[src/rtl/mips_pkg.sv]
// Shared definitions for the MIPS front end: default widths, fixed PC
// values and the next-PC source encoding.
package mips_pkg;

    localparam int unsigned DEF_ADDR_W = 32;
    localparam int unsigned DEF_RAS_DEPTH = 4;
    localparam logic [31:0] DEF_RESET_PC = 32'h0000_0000;
    localparam logic [31:0] DEF_EXC_VECTOR = 32'h0000_0020;

    typedef enum logic [2:0] {
        SRC_SEQ,
        SRC_BR,
        SRC_JMP,
        SRC_JR,
        SRC_EXC,
        SRC_HOLD
    } pc_src_e;

    // Every source other than sequential and hold changes the fetch stream.
    function automatic logic is_redirect(input pc_src_e src);
        return (src == SRC_BR) || (src == SRC_JMP) ||
               (src == SRC_JR) || (src == SRC_EXC);
    endfunction

endpackage

[src/rtl/ras_stack.sv]
// Circular return-address stack with saturating count; pushing onto a
// full stack silently replaces the oldest entry and flags it.
module ras_stack #(
    parameter int unsigned W = 32,
    parameter int unsigned DEPTH = 4
) (
    input  logic         clk_i,
    input  logic         clear_i,
    input  logic         push_i,
    input  logic         pop_i,
    input  logic [W-1:0] push_data_i,
    output logic [W-1:0] top_o,
    output logic         valid_o,
    output logic         overflow_o
);

    localparam int unsigned PTR_W = $clog2(DEPTH);
    localparam int unsigned CNT_W = $clog2(DEPTH + 1);
    localparam logic [CNT_W-1:0] FULL = CNT_W'(DEPTH);

    logic [W-1:0]     mem_q [DEPTH];
    logic [PTR_W-1:0] ptr_q;
    logic [PTR_W-1:0] ptr_d;
    logic [PTR_W-1:0] wr_ptr;
    logic [CNT_W-1:0] cnt_q;
    logic [CNT_W-1:0] cnt_d;
    logic             ovf_q;
    logic             ovf_d;

    // ptr_q names the newest entry; a push lands one slot above it.
    assign wr_ptr = ptr_q + PTR_W'(1);
    assign top_o = mem_q[ptr_q];
    assign valid_o = (cnt_q != '0);
    assign overflow_o = ovf_q;

    always_comb begin
        ptr_d = ptr_q;
        cnt_d = cnt_q;
        ovf_d = 1'b0;
        if (push_i) begin
            ptr_d = wr_ptr;
            if (cnt_q == FULL) begin
                ovf_d = 1'b1;
            end else begin
                cnt_d = cnt_q + CNT_W'(1);
            end
        end else if (pop_i && valid_o) begin
            ptr_d = ptr_q - PTR_W'(1);
            cnt_d = cnt_q - CNT_W'(1);
        end
    end

    always_ff @(posedge clk_i) begin
        if (clear_i) begin
            ptr_q <= '0;
            cnt_q <= '0;
            ovf_q <= 1'b0;
        end else begin
            ptr_q <= ptr_d;
            cnt_q <= cnt_d;
            ovf_q <= ovf_d;
        end
    end

    always_ff @(posedge clk_i) begin
        if (push_i) begin
            mem_q[wr_ptr] <= push_data_i;
        end
    end

endmodule

[src/rtl/pc_sequencer.sv]
// Registered program counter with prioritised next-PC selection, stall
// support and a return-address stack used to check JR targets.
module pc_sequencer
    import mips_pkg::*;
#(
    parameter int unsigned       ADDR_W     = DEF_ADDR_W,
    parameter logic [ADDR_W-1:0] RESET_PC   = ADDR_W'(DEF_RESET_PC),
    parameter logic [ADDR_W-1:0] EXC_VECTOR = ADDR_W'(DEF_EXC_VECTOR),
    parameter int unsigned       RAS_DEPTH  = DEF_RAS_DEPTH
) (
    input  logic              clock,
    input  logic              reset,
    input  logic              stall,
    input  logic              exception,
    input  logic              jal,
    input  logic              jump,
    input  logic              jr,
    input  logic              branchTaken,
    input  logic [ADDR_W-1:0] jumpAdress,
    input  logic [ADDR_W-1:0] jumpRegister,
    input  logic [ADDR_W-1:0] branchAdress,
    output logic [ADDR_W-1:0] pc,
    output logic [ADDR_W-1:0] linkAdress,
    output logic              redirect,
    output logic [ADDR_W-1:0] rasTop,
    output logic              rasValid,
    output logic              rasMismatch,
    output logic              rasOverflow
);

    pc_src_e           src;
    logic [ADDR_W-1:0] pc_q;
    logic [ADDR_W-1:0] pc_d;
    logic              redir_q;
    logic              redir_d;
    logic              mism_q;
    logic              mism_d;
    logic              push;
    logic              pop;

    assign pc = pc_q;
    assign linkAdress = pc_q + ADDR_W'(1);
    assign redirect = redir_q;
    assign rasMismatch = mism_q;

    always_comb begin
        src = SRC_SEQ;
        if (exception) begin
            src = SRC_EXC;
        end else if (stall) begin
            src = SRC_HOLD;
        end else if (jr) begin
            src = SRC_JR;
        end else if (jal || jump) begin
            src = SRC_JMP;
        end else if (branchTaken) begin
            src = SRC_BR;
        end
    end

    always_comb begin
        pc_d = linkAdress;
        unique case (src)
            SRC_EXC:  pc_d = EXC_VECTOR;
            SRC_HOLD: pc_d = pc_q;
            SRC_JR:   pc_d = jumpRegister;
            SRC_JMP:  pc_d = jumpAdress;
            SRC_BR:   pc_d = branchAdress;
            SRC_SEQ:  pc_d = linkAdress;
            default:  pc_d = linkAdress;
        endcase
    end

    // Stack only moves for the source actually chosen, and never under reset.
    assign push = !reset && (src == SRC_JMP) && jal;
    assign pop = !reset && (src == SRC_JR);
    assign redir_d = is_redirect(src);
    assign mism_d = pop && (!rasValid || (rasTop != jumpRegister));

    always_ff @(posedge clock) begin
        if (reset) begin
            pc_q    <= RESET_PC;
            redir_q <= 1'b0;
            mism_q  <= 1'b0;
        end else begin
            pc_q    <= pc_d;
            redir_q <= redir_d;
            mism_q  <= mism_d;
        end
    end

    ras_stack #(
        .W     (ADDR_W),
        .DEPTH (RAS_DEPTH)
    ) u_ras (
        .clk_i       (clock),
        .clear_i     (reset),
        .push_i      (push),
        .pop_i       (pop),
        .push_data_i (linkAdress),
        .top_o       (rasTop),
        .valid_o     (rasValid),
        .overflow_o  (rasOverflow)
    );

endmodule

[config.mk]
export PLATFORM = sky130hd
export DESIGN_NAME = pc_sequencer
export DESIGN_NICKNAME = d
export VERILOG_FILES = /design/src/rtl/mips_pkg.sv /design/src/rtl/ras_stack.sv /design/src/rtl/pc_sequencer.sv
export SDC_FILE = /design/constraint.sdc
export NUM_CORES = 1
export LEC_CHECK = 0
export CAP_MARGIN = 20
export CORE_ASPECT_RATIO = 1.4
export CORE_MARGIN = 2
export CORE_UTILIZATION = 50
export DETAILED_ROUTE_END_ITERATION = 8
export PLACE_DENSITY = 0.82
export SYNTH_ARGS = -nofsm -noshare
export SYNTH_HDL_FRONTEND = slang
export SYNTH_SLANG_ARGS = --single-unit
[constraint.sdc]
create_clock -name clock -period 3.3 [get_ports clock]
set_input_delay 0.66 -clock clock [delete_from_list [all_inputs] [get_ports clock]]
set_output_delay 0.66 -clock clock [all_outputs]
set_load 0.05 [all_outputs]
# ---- After elaboration in Yosys (flattened, before gate mapping)
# Memory sizes are Yosys's and may differ from the RTL's. A register that Yosys moved wholly into a read port is not among the register bits.
# Cells that the tools add are included.
dict set report word_totals {
  word_cells 53
  in_bits 104
  output_inout_bits 100
  ff_bits 40
  ramBits 128
  n_memories 1
}
dict set report op_classes {
  n_addsub 5
  n_reduce_logical 16
  bitwise_logic 1
  eq_ne 8
  muxes 16
}
# name depth word_bits read_ports rd_ports_with_merged_regs wr line_no
set memory_table {}
lappend memory_table {u_ras.mem_q 4 32 1 1 1 ras_stack.sv:21} ;# logic [W-1:0] mem_q [DEPTH];
# cell count
set op_table {}
lappend op_table {{$pmux 32 s5} 1}
lappend op_table {{$add 32x1->32 const B} 1}
lappend op_table {{$ne 32x32->1} 1}
lappend op_table {{$mux 3} 5}
lappend op_table {{$mux 2} 6}
lappend op_table {{$eq 3x3->1 const B} 3}
lappend op_table {{$eq 3x2->1 const B} 2}
lappend op_table {{$logic_and 1x1->1} 5}
lappend op_table {{$logic_or 1x1->1} 5}
lappend op_table {{$mux 1} 4}
lappend op_table {{$add 3x1->3 const B} 1}
lappend op_table {{$eq 3x1->1 const B} 1}
lappend op_table {{$reduce_bool 3->1} 1}
lappend op_table {{$sub 3x1->3 const B} 1}
lappend op_table {{$add 2x1->2 const B} 1}
lappend op_table {{$logic_not 1->1} 2}
lappend op_table {{$ne 2x2->1 const B} 1}
lappend op_table {{$reduce_and 2->1} 1}
lappend op_table {{$reduce_bool 2->1} 1}
lappend op_table {{$reduce_or 2->1} 1}
lappend op_table {{$sub 2x1->2 const B} 1}
lappend op_table {{$not 1->1} 1}

# ---- Depth between registers and ports, before layout
# Gate-level depths: netlist (run 1).
dict set report depth {
  depth_word 12
  ltp_mapped 9
  depth_no_buf 9
}

# ---- Modules after synthesis
# Synthesis (run 1) repeated with hierarchy kept, for this count alone.
dict set report unflattened {
  cells_unflattened 658
  hier_area_um2 8311.7
}
# mod area_each_um2 n_inst cells_per_inst
set by_module_without_submodules {}
lappend by_module_without_submodules {ras_stack 5088.6 1 221}
lappend by_module_without_submodules {pc_sequencer 3223.1 1 437}

# ---- Worst setup path after synthesis (run 1)
# No wires, ideal clock.
dict set report synth_timing {
  kind {register to output}
  startpoint {register pc_q[7] (netlist: pc[7])}
  endpoint {output linkAdress[31]}
  arrival_ns 2.751
  setup_slack_ns -0.111
  required_time_ns 2.640
  path_buffers 1
  path_stages_with_launch 7
  cell_sequence {dfxtp_1 buf_2 and4_1 nand4_4 nor3_4 nand3_1 xnor2_1}
}
dict set report synth_between {
  elab_chain_len 1
}
# item line_no
set synth_lines {}
lappend synth_lines {{start: declaration} pc_sequencer.sv:32} ;# logic [ADDR_W-1:0] pc_q;
lappend synth_lines {{start signal: assignment} pc_sequencer.sv:86} ;# pc_q <= pc_d;
lappend synth_lines {{$add 32x1->32} pc_sequencer.sv:42} ;# assign linkAdress = pc_q + ADDR_W'(1);
lappend synth_lines {{end: declaration} pc_sequencer.sv:23} ;# output logic [ADDR_W-1:0] linkAdress,
# Every way passes these cells.

==> out/results.ini, run 1 <==
[status]
status=finished, final reports clean

[timing]
setup_viol=0
tightest_slew_ns=0.811
slew_violations=0
hold_viol=0
min_period_ns=3.28
post-route-period-util=0.995
finalSetupTns_ns=0
relSlewSlack=0.457
finClkSkew_ns=0.00906
fmaxAchievable_mhz=305
fin_ws_ns=0.0179
rsz0062_at_grt=yes

[worst_setup_path]
path_delay_family=simple AND/OR/NAND/NOR gates
endpoint_kind=flip-flop
crit_chain=buf_4, mux4_2, xor2_1, nor4_1, nand4_1, nor4_1, buf_4, a31oi_1
crit_path_max_incr_delay_ns=0.57
cp_max_fo=11
crit_end=rasMismatch$_SDFF_PP0_
ff2ff_path_depth=8
critical_path_buf_inv_count=2
cp.arrival_ns=3.57
path_depth=8
path_class=flip-flop to flip-flop
cp.required_ns=3.58
timing.rr.end=rasMismatch$_SDFF_PP0_
r2r_slack_ns=0.02
startpoint_type=flip-flop
slowest_stage=nor4_1

[floorplanning]
die_width_um=112
die-area_um2=17500
initial_core_util=0.509
ioPinCount=204
rows=55
die_y_um=156
core-area_um2=16200

[grt]
antenna_found_initial=0
grt_max_degree=40
grt_pass1_wl_um=41100
grtUsageTotal=0.316
grt_pass1_vias=6961
gr-total-overflow=0

[pwr]
p_leak_uw=0.00419
p_total_uw=5350
p_per_area_nw_per_um2=459
peakVddDrop_mv=0.384

[min_path]
worstHoldPathType=flip-flop to flip-flop

[yosys]
async_flop_share=0
synth_edf_count=128
yosysTopAreaCellShare=0.467
synth_ff_type=edfxtp_1
synth_nets=743
synth.area.top_cells=edfxtp_1 (47%), dfxtp_1 (10%), mux4_2 (4.4%)
synth_common_cells=edfxtp_1 (128), nor2_1 (48), dfxtp_1 (42)
synth.most_common_cell=edfxtp_1
synth.distinct_cells=61
synth-seq-cells=170
ys.warnings.count=0
synth.largest_area_cell=edfxtp_1
syn_area_um2=8230
synth.avg_cell_area_um2=13.0
netlist_instances=633
yosysSeqAreaShare=0.569

[finish]
drive_gt1_frac=0.187
post-route-util=0.720
layout.cells.non_filler=1072
fillers=1039
seqCellArea_um2=4690
finalNetCount=970
multiInputGateArea_um2=3460
antennaDiodeCount=0
area_growth_pct=41.4

[clock_network]
clockRootBuffer=clkbuf_16
clk_latency_ns=0.43
cts_max_path_buffers=2
hold_buffers=0
numCtsBuffers=17
cts_tree=done
clk_pin_slew_ns=0.07
clkSinkCount=170
h-tree-depth=4

[placed_design]
dp_hpwl_um=19900
dp_slack_ns=0.106
placed_cells=1037
port_buffers=203
gp_congestion=0.885

[routing]
top_layer=met4
drc=0
dr.pass1.iters=6
viasPerCell=6.54
drtAntennaViolNets=0
wl_um=28100
route.met3.wl_um=2970
wl_met1_um=9400
wl_per_cell_um=26.2
drt_iter0_drc=874
vias=7010
wl_met2_um=14400

[run]
maxCapViolCount=0

-- registers in the layout, indices dropped and copies added, names as in the netlist, named ones only --
name	cells
pc	32
u_ras.overflow_o	1
u_ras.mem_q	128
u_ras.cnt_q	3
rasMismatch	1
redirect	1
u_ras.ptr_q	2
-- worst register-to-register path: stages (launching register included) --
cell and delay (ns):
dfxtp_2 0.45, buf_4 0.30, mux4_2 0.57, xor2_1 0.20, nor4_1 0.54, nand4_1 0.16
nor4_1 0.57, buf_4 0.23, a31oi_1 0.11
-- cells in the final DEF (no fill, tap or decap), types with 6 or more instances in the layout --
cell	n
clkbuf_16	17
mux4_1	7
dfxtp_1	38
mux4_2	16
and2_1	6
a211oi_1	7
nand3_1	14
buf_12	27
mux2i_1	27
clkdlybuf4s50_1	162
nor3_1	20
a221o_1	20
a221oi_1	25
nor2_1	47
and3_1	8
nor4_1	10
a21oi_1	21
o21ai_0	10
edfxtp_1	128
buf_4	55
nand4_1	8
a222oi_1	6
nand2_1	33
inv_1	12
xnor2_1	32
xor2_1	18
-- cell type report --
class / count / area share
clock buffers: 17 / 0.0365
clock inverters: 15 / 0.0158
inverters: 12 / 0.00387
multi-input cells: 413 / 0.297
flip-flops and latches: 170 / 0.403
well taps: 199 / 0.0214
repair buffers: 246 / 0.223
-- logic make-up (layout without fill, tap and decap cells) --
family,count (synthesis),count (layout),share of synthesized area
simple gates,174,174,0.113
flops,170,170,0.569
compound gates,121,121,0.113
xor+xnor,61,61,0.0649
mux,51,51,0.100
buf+inv,50,290,0.0296
fa+ha+maj,6,6,0.0100
-- report_power, final --
group,internal (uW),switching [uW],total (uW)
clock network,1150,903,2050
registers,2330,51.0,2380
logic,379,531,910
total,3860,1490,5350
-- stage by stage --
| step | hold slack, ns | instance area (um^2) |
|---|---|---|
| after floorplan | 0.524 | 8280 |
| after global placement | 0.495 | 10900 |
| after detailed placement | 0.509 | 10900 |
| after CTS | 0.522 | 11600 |
| after global routing | 0.549 | 11600 |
| final | 0.523 | 11600 |
-- metal layers --
metal  track usage  vias to the layer above
li1              -                     2949
met1         0.381                     3412
met2         0.545                      559
met3        0.0556                       90
met4         0.157                        0
met5             0                        -
-- how the worst min path moves through the flow --
stage | start | endpoint | slack (ns) | cells after the start
after floorplan | u_ras.cnt_q[0]$_SDFFE_PP0P_ | u_ras.cnt_q[0]$_SDFFE_PP0P_ | 0.52 | 1
after global placement | pc[5]$_SDFFE_PP0P_ | pc[5]$_SDFFE_PP0P_ | 0.50 | 2
after detailed placement | pc[5]$_SDFFE_PP0P_ | pc[5]$_SDFFE_PP0P_ | 0.51 | 2
after CTS | pc[5]$_SDFFE_PP0P_ | pc[5]$_SDFFE_PP0P_ | 0.52 | 2
after global routing | pc[5]$_SDFFE_PP0P_ | pc[5]$_SDFFE_PP0P_ | 0.55 | 2
final | pc[5]$_SDFFE_PP0P_ | pc[5]$_SDFFE_PP0P_ | 0.52 | 2
-- what timing repair did --
item,4_1_cts,5_1_grt
setup buffers,3,0
resized for setup,6,12
pin swaps,1,0
setup endpoints to repair,7,11
Note: power is estimated with default switching activity, not from simulation.
==> run 2: changes to the inputs <==
- CAP_MARGIN: 20 -> 25
==> results of run 2 <==
No change in the layout: final DEF, timing and power equal those of run 1.
==> run 3: changes to the inputs <==
- CTS_CLUSTER_SIZE: unset -> 30
==> results of run 3 <==
No change in the layout: final DEF, timing and power equal those of run 1.
